===== src/rtl/draw_sched.sv =====
// draw_sched: round-robin arbiter sharing one shape-drawing engine among
// NREQ requesters. Latches the winner's two vertices, pulses eng_start,
// waits for eng_done, then returns a one-cycle ack to the winner.
module draw_sched #(
  parameter int unsigned CORDW = 10,
  parameter int unsigned NREQ  = 4
) (
  input  logic                  clk,
  input  logic                  rst_n,
  input  logic                  pause,
  input  logic [NREQ-1:0]       req,
  input  logic [NREQ*CORDW-1:0] req_x0,
  input  logic [NREQ*CORDW-1:0] req_y0,
  input  logic [NREQ*CORDW-1:0] req_x1,
  input  logic [NREQ*CORDW-1:0] req_y1,
  output logic [NREQ-1:0]       grant,
  output logic [NREQ-1:0]       ack,
  output logic                  busy,
  output logic                  eng_start,
  output logic [CORDW-1:0]      eng_x0,
  output logic [CORDW-1:0]      eng_y0,
  output logic [CORDW-1:0]      eng_x1,
  output logic [CORDW-1:0]      eng_y1,
  input  logic                  eng_done
);

  localparam int unsigned PW = (NREQ > 1) ? $clog2(NREQ) : 1;

  typedef enum logic [1:0] {IDLE, START, WAIT, ACK} state_t;

  state_t            state, state_n;
  logic [NREQ-1:0]   grant_n, ack_n;
  logic              busy_n, eng_start_n;
  logic [CORDW-1:0]  x0_n, y0_n, x1_n, y1_n;
  logic [PW-1:0]     ptr, ptr_n, win, win_n;

  logic              found;
  logic [PW-1:0]     sel;
  int unsigned       best_d, d;

  // Round-robin pick: the requester at the smallest circular distance
  // upward from the pointer wins.
  always_comb begin
    found  = 1'b0;
    sel    = '0;
    best_d = NREQ;
    d      = 0;
    for (int unsigned j = 0; j < NREQ; j++) begin
      d = j + NREQ - 32'(ptr);
      if (d >= NREQ) d = d - NREQ;
      if (req[j] && (d < best_d)) begin
        best_d = d;
        sel    = PW'(j);
        found  = 1'b1;
      end
    end
  end

  // Next-state and next-output logic; every output is registered below.
  always_comb begin
    state_n     = state;
    grant_n     = grant;
    ack_n       = ack;
    busy_n      = busy;
    eng_start_n = eng_start;
    x0_n        = eng_x0;
    y0_n        = eng_y0;
    x1_n        = eng_x1;
    y1_n        = eng_y1;
    ptr_n       = ptr;
    win_n       = win;
    case (state)
      IDLE: begin
        if (!pause && found) begin
          grant_n = '0;
          for (int unsigned j = 0; j < NREQ; j++) begin
            if (PW'(j) == sel) begin
              grant_n[j] = 1'b1;
              x0_n = req_x0[j*CORDW +: CORDW];
              y0_n = req_y0[j*CORDW +: CORDW];
              x1_n = req_x1[j*CORDW +: CORDW];
              y1_n = req_y1[j*CORDW +: CORDW];
            end
          end
          win_n       = sel;
          eng_start_n = 1'b1;
          busy_n      = 1'b1;
          state_n     = START;
        end
      end
      START: begin
        eng_start_n = 1'b0;
        state_n     = WAIT;
      end
      WAIT: begin
        if (eng_done) begin
          ack_n   = grant;
          grant_n = '0;
          ptr_n   = (32'(win) == NREQ - 1) ? '0 : win + PW'(1);
          state_n = ACK;
        end
      end
      ACK: begin
        ack_n   = '0;
        busy_n  = 1'b0;
        state_n = IDLE;
      end
      default: state_n = IDLE;
    endcase
  end

  // State and output registers; reset aborts any shape without an ack.
  always_ff @(posedge clk or negedge rst_n) begin
    if (!rst_n) begin
      state     <= IDLE;
      grant     <= '0;
      ack       <= '0;
      busy      <= 1'b0;
      eng_start <= 1'b0;
      eng_x0    <= '0;
      eng_y0    <= '0;
      eng_x1    <= '0;
      eng_y1    <= '0;
      ptr       <= '0;
      win       <= '0;
    end else begin
      state     <= state_n;
      grant     <= grant_n;
      ack       <= ack_n;
      busy      <= busy_n;
      eng_start <= eng_start_n;
      eng_x0    <= x0_n;
      eng_y0    <= y0_n;
      eng_x1    <= x1_n;
      eng_y1    <= y1_n;
      ptr       <= ptr_n;
      win       <= win_n;
    end
  end

endmodule

===== config.mk =====
export PLATFORM = sky130hd
export DESIGN_NAME = draw_sched
export DESIGN_NICKNAME = d
export VERILOG_FILES = /design/src/rtl/draw_sched.sv
export SDC_FILE = /design/constraint.sdc
export NUM_CORES = 1
export LEC_CHECK = 0
export ABC_CLOCK_PERIOD_IN_PS = 8200
export CAP_MARGIN = 5
export CORE_MARGIN = 1.5
export CORE_UTILIZATION = 51
export CTS_BUF_LIST = sky130_fd_sc_hd__clkbuf_8
export CTS_CLUSTER_SIZE = 8
export DETAILED_ROUTE_END_ITERATION = 16
export DONT_BUFFER_PORTS = 1
export HOLD_SLACK_MARGIN = 0.08
export PLACE_DENSITY = 0.76
export REMOVE_ABC_BUFFERS = 1
export SLEW_MARGIN = 5
export SYNTH_ARGS = -nofsm -noshare
export SYNTH_HDL_FRONTEND = slang
export SYNTH_SLANG_ARGS = --single-unit

===== constraint.sdc =====
create_clock -name clk -period 8.2 [get_ports clk]
set_input_delay 1.23 -clock clk [delete_from_list [all_inputs] [get_ports clk]]
set_output_delay 1.23 -clock clk [all_outputs]
set_load 0.05 [all_outputs]

==> metrics.cfg, run 1 <==
[final_layout]
final_cell_mix=mux2i_1 (63), dfrtp_1 (56), nor2_1 (54), a21oi_1 (52), o21ai_0 (42)
regArea_um2=1400
drive_above_1_share=0.0609
n_antenna_cell=0
fin_nets=611
final_common_cell=mux2i_1
fill_cells=672
final_cells=526
multi_input_area_um2=2230
area_growth_pct=3.34

[logic_synthesis]
synthMuxAreaShare=0.178
synth_compound_area_frac=0.216
ys_top_cells_by_area=dfrtp_1 (36%), mux2i_1 (16%), a21oi_1 (6.7%)
yosys.area_share.simple=0.121
syn-cell-area_um2=3860
synthAdderAreaFrac=0.0551
avgSynthCellArea_um2=8.72
synth-seq-area-share=0.363
synth_top_family_by_area=compound AO/OA/AOI/OAI gates
ys_ff_latch=56
synth.distinct_cells=47
yosysTopAreaCell=dfrtp_1
syn_inst=443
synth-warning-count=0
synth_top_area_frac=0.363
synthXorXnorAreaFrac=0

[die]
die_h_um=90.0
core_um2=7290
start_util=0.530
pin_count=218
die_w_um=90.0
dieArea_um2=8100
rows=31

[critical_path]
crit_type=flip-flop to flip-flop
startpoint_type=flip-flop
critPathCaptureType=flip-flop
critPathMaxFanout=28
cp.arrival_ps=6370
worstPathRequired_ps=8440

[outcome]
status=finished, final reports clean

[drt]
drt_pre_antenna_iters=4
ant_nets=0
drt_iter0_drc=130
vias_per_cell=5.99
routedWlPerCell_um=18.1
drc_errors=0
num_vias=3153
wirelength_um=9510

[clock_network]
holdBufCountCts=0
cts.path.max_buffers=2
clk_pin_slew_ps=120
numCtsBuffers=5
clock-sinks=56
root_buffer=clkbuf_8
cts-resized-gates=0
ctsHtreeMaxLevel=2
cts_tree=done
insertion_delay_ps=320
post_cts_buffers=0

[placed_design]
port_buffers=0
pre_cts_slack_ps=1930
place_hpwl_um=7100
place.gp.congestion=0.932
dp.cells=518

[power_and_ir_drop]
ir_worst_vdd_mv=0.260
p_leak_nw=1.82
cellPowerDensity_nw_per_um2=520
p_total_mw=2.08

[grt]
grt_pass1_wl_um=14800
grt_antenna_before_repair=0
grt_use_total=0.223
grt_max_degree=64
first_global_vias=3016
gr-total-overflow=0

[sta]
relSlewSlack=0.244
fin_ws_ps=2080
timing_worst_slew_pin_value_ps=1130
setup_viol=0
holdWs_ps=508
fmax_mhz=163
finalCritPeriodShare=0.747
rsz0062_at_grt=no
skew_ps=19.8
fin_crit_ps=6120
slew_viol_final=0
hold_viol_final=0

[min_path]
hp-class=flip-flop to flip-flop

[run]
maxCapViolations=0

worst paths after layout:
| path | cells after the start | slack, ps | end | startpoint |
|---|---|---|---|---|
| setup / recovery | 20 | 2080 | eng_y1[3] | ptr[1] |
| hold / removal | 1 | 510 | ptr[0] | win[0] |
| setup reg to reg | 20 | 2080 | eng_y1[3] | ptr[1] |
| hold reg to reg | 1 | 510 | ptr[0] | win[0] |
| max in group asynchronous | 0 | 7480 | eng_y1[7] | rst_n |
| min in group asynchronous | 0 | 590 | ack[1] | rst_n |
registers in the layout, indices dropped and copies added (netlist names):
name and cells:
ptr 2, busy 1, eng_y1 10, grant 4
state 2, win 2, eng_y0 10, ack 4
eng_start 1, eng_x1 10, eng_x0 10
report_power, final:
part | switching (mW) | internal, mW | leakage, nW | total [mW]
combinational | 0.575 | 0.415 | 1.13 | 0.990
clock | 0.0966 | 0.0626 | 0.0487 | 0.159
sequential | 0.523 | 0.403 | 0.643 | 0.926
critical path: stages (launching register included):
cell and delay [ps]:
dfrtp_1 490, inv_1 120, ha_1 180, and2_1 180
ha_1 340, nand2_1 110, o21ba_2 190, nor2_4 580
a21oi_1 190, ha_1 370, o311a_1 190, a21oi_2 60
a32oi_4 720, o21ai_0 180, ha_1 330, o311ai_0 190
a21o_1 230, a211oi_2 940, nand2_1 110, o21ai_0 160
o22a_1 190
cell usage after synthesis, drive strengths merged:
cell and n:
o22a 18, o21bai 1, nand2 32, and2 3, nor3 1, clkbuf 11
nand4b 1, inv 31, o21ba 1, nor3b 2, buf 17, nand3b 1
a21oi 53, mux2i 63, a21o 1, and3 3, nand3 1, a22o 4
a31oi 1, nor2 55, a41o 1, nand4 1, o211ai 1, nor4 1
o311ai 1, nor2b 4, conb 1, ha 17, a31o 1, o311a 1
o31ai 3, o21a 1, a211oi 1, or3b 1, mux2 5, dfrtp 56
o21ai 44, a32oi 1, a311oi 1, nand2b 1
layer usage:
layer / wire (um) / global-route usage / share of wire / vias up
met5: 0 / 0 / 0 / -
met4: 134 / 0.0635 / 0.014 / 0
met3: 664 / 0.0651 / 0.070 / 12
met2: 4740 / 0.384 / 0.50 / 124
met1: 3980 / 0.268 / 0.42 / 1502
li1: - / - / - / 1515
through the flow:
| stage | area, um2 | utilization | setup TNS (ps) |
|---|---|---|---|
| 2_1_floorplan | 3720 | - | -760 |
| 3_3_place_gp | 3890 | 0.534 | 0 |
| 3_5_place_dp | 3890 | 0.534 | 0 |
| 4_1_cts | 3990 | 0.547 | 0 |
| 5_1_grt | 3990 | 0.547 | 0 |
| 6_report | 3990 | 0.547 | 0 |
cell families after synthesis:
kind of cell | Yosys count
compound gates | 135
fa+ha+maj | 17
buf+inv | 59
flops | 56
mux | 68
other cells | 1
simple gates | 107
cell type report:
type | instances | share of cell area
clock buffer | 5 | 0.0172
tap | 99 | 0.0310
clock inverter | 3 | 0.00659
timing repair buffer | 3 | 0.00564
sequential | 56 | 0.351
multi-input combinational | 329 | 0.559
inverter | 31 | 0.0292
Power figures use the tool's default switching activity.
==> run 2: changes to the inputs <==
- ABC_CLOCK_PERIOD_IN_PS: 8200 -> 6370
- clock period: 8.2 -> 6.37 ns (I/O delays scaled with it)
==> run 2 against run 1 <==
Sequential power rose by 29%. Sequential share of layout area fell by 0.25 points. Via count rose by 0.98%. Non-clock buffer count rose by 4. Final area rose by 0.72%. Setup slack got worse by 1200 ps. Fmax rose by 12%. Critical endpoint is now eng_y0[6]. Highest routed layer unchanged.
==> metrics.cfg, run 2 (synthesized netlist as in run 1, its figures left out) <==
[die]
rows=31  ; unchanged
pin_count=218  ; unchanged
dieArea_um2=8100  ; unchanged
core_um2=7290  ; unchanged
die_w_um=90.0  ; unchanged
die_h_um=90.0  ; unchanged
start_util=0.530  ; unchanged

[power_and_ir_drop]
switchingPower_mw=1.54  ; +29%
cellPowerDensity_nw_per_um2=671  ; +29%
power.share.sequential=0.442  ; -0.004
ir_worst_vdd_mv=0.374  ; +44%
p_total_mw=2.70  ; +30%
internal_power_mw=1.16  ; +31%
power_switching_share=0.571  ; -0.00485
clkPwrFrac=0.077  ; about the same
comb_power_share=0.481  ; +0.004
p_leak_nw=1.84  ; +1.1%

[sta]
fmax_mhz=182  ; +12%
rsz0062_at_grt=no
skew_ps=8.74  ; -11.1 ps
holdWs_ps=327  ; -181 ps
fin_crit_ps=5490  ; -635 ps
timing_worst_slew_pin_value_ps=659  ; -472 ps
tns_ps=0  ; unchanged
setup_viol=0  ; unchanged
finalCritPeriodShare=0.862  ; +0.115
slew_viol_final=0  ; unchanged
relSlewSlack=0.560  ; +0.315
hold_viol_final=0  ; unchanged
fin_ws_ps=881  ; -1190 ps

[placed_design]
place_hpwl_um=7270  ; +2.4%
port_buffers=0  ; unchanged
pre_cts_slack_ps=967  ; -962 ps
dp.cells=522  ; +0.77%
place.gp.congestion=0.883  ; -5.3%
place_area_um2=3930  ; +0.77%

[clock_network]
numCtsBuffers=5  ; unchanged
holdBufCountCts=0  ; unchanged
cts-resized-gates=0  ; unchanged
ctsHtreeMaxLevel=2  ; unchanged
insertion_delay_ps=310  ; about the same
root_buffer=clkbuf_8
cts.path.max_buffers=2  ; unchanged
post_cts_buffers=0  ; unchanged
cts_tree=done
clock-sinks=56  ; unchanged
clk_pin_slew_ps=100  ; -20 ps

[drt]
ant_nets=0  ; unchanged
vias_per_cell=6.01  ; +0.22%
wirelength_um=9670  ; +1.7%
drt_pre_antenna_iters=4  ; unchanged
drt_iter0_drc=85  ; -35%
routedWlPerCell_um=18.3  ; +0.91%
drc_errors=0  ; unchanged
num_vias=3184  ; +0.98%

[critical_path]
r2r.worst_path.cells=22  ; +10%
startpoint_type=flip-flop
critPathCaptureType=flip-flop
worstPathRequired_ps=6560  ; -1880 ps
critical_path.startpoint=ptr[1]
cp.arrival_ps=5680  ; -690 ps
r2r_end=eng_y0[6]
crit_type=flip-flop to flip-flop
reg2reg_slack_ps=880  ; -1190 ps
critical_path.endpoint=eng_y0[6]
crit-reg2reg-launch=ptr[1]
critPathMaxFanout=24  ; -14%

[final_layout]
final_area_um2=4020  ; +0.72%
n_antenna_cell=0  ; unchanged
drive_above_1_share=0.0673  ; +0.00640
final_cell_mix=mux2i_1 (63), dfrtp_1 (56), nor2_1 (54), a21oi_1 (52), o21ai_0 (42)
area_growth_pct=4.08
fin_nets=615  ; +0.65%
final_common_cell=mux2i_1
final_cells=530  ; +0.76%
post-route-util=0.551  ; +0.00395

[grt]
grt_max_degree=57  ; -11%
gr-total-overflow=0  ; unchanged
first_global_vias=3203  ; +6.2%
grt_pass1_wl_um=15400  ; +4.4%
grt_use_total=0.234  ; +0.0111
grt_antenna_before_repair=0  ; unchanged

[min_path]
hp-class=input port to async pin

[run]
maxCapViolations=0  ; unchanged

[outcome]
status=finished, final reports clean

-- run 2: critical path, stage by stage (launching register included) --
cell and delay (ps):
dfrtp_1 490, inv_1 130, ha_1 180, and2_1 170, ha_1 220, o21ai_1 210, and2_1 190, and3_1 230
inv_1 90, ha_1 210, nor2b_1 310, nor3b_1 460, a32oi_4 180, buf_4 240, nand2_1 80, o21ai_0 80
ha_1 310, o311ai_0 180, a21oi_1 180, a41o_2 440, buf_4 410, mux2i_1 250, a21oi_1 90
-- run 2: how the worst min path moves through the flow --
| stage | startpoint | slack (ps) | cells after the start | end |
|---|---|---|---|---|
| global placement | win[0] | 470 | 1 | ptr[0] |
| finish | rst_n | 330 | 0 | eng_x0[3] |
| CTS | rst_n | 310 | 0 | eng_y1[5] |
| detailed placement | win[0] | 480 | 1 | ptr[0] |
| global route | rst_n | 310 | 0 | eng_y0[0] |
| floorplan | win[0] | 460 | 1 | ptr[0] |
-- run 2: final cells by class --
type                       instances  area (um2)
timing repair buffer               7        52.6
clock buffer                       6        82.6
inverter                          31         116
multi-input combinational        329        2230
fill                             700        3270
tap                               99         124
sequential                        56        1400
clock inverter                     2        11.3
-- run 2: power groups by stage --
| stage | registers (mW) | clock network, mW | logic (mW) |
|---|---|---|---|
| 6_report | 1.19 | 0.206 | 1.30 |
| 5_1_grt | 1.21 | 0.223 | 1.46 |
| 4_1_cts | 1.19 | 0.214 | 1.30 |
| 3_5_place_dp | 1.20 | 0 | 1.30 |
| 3_3_place_gp | 1.20 | 0 | 1.25 |
| 2_1_floorplan | 1.15 | 0 | 1.03 |
-- run 2: routing by layer --
metal / GRT usage / vias to the layer above / share of wire
li1: - / 1526 / -
met1: 0.285 / 1504 / 0.41
met2: 0.400 / 138 / 0.50
met3: 0.0601 / 16 / 0.072
met4: 0.0780 / 0 / 0.017
met5: 0 / - / 0
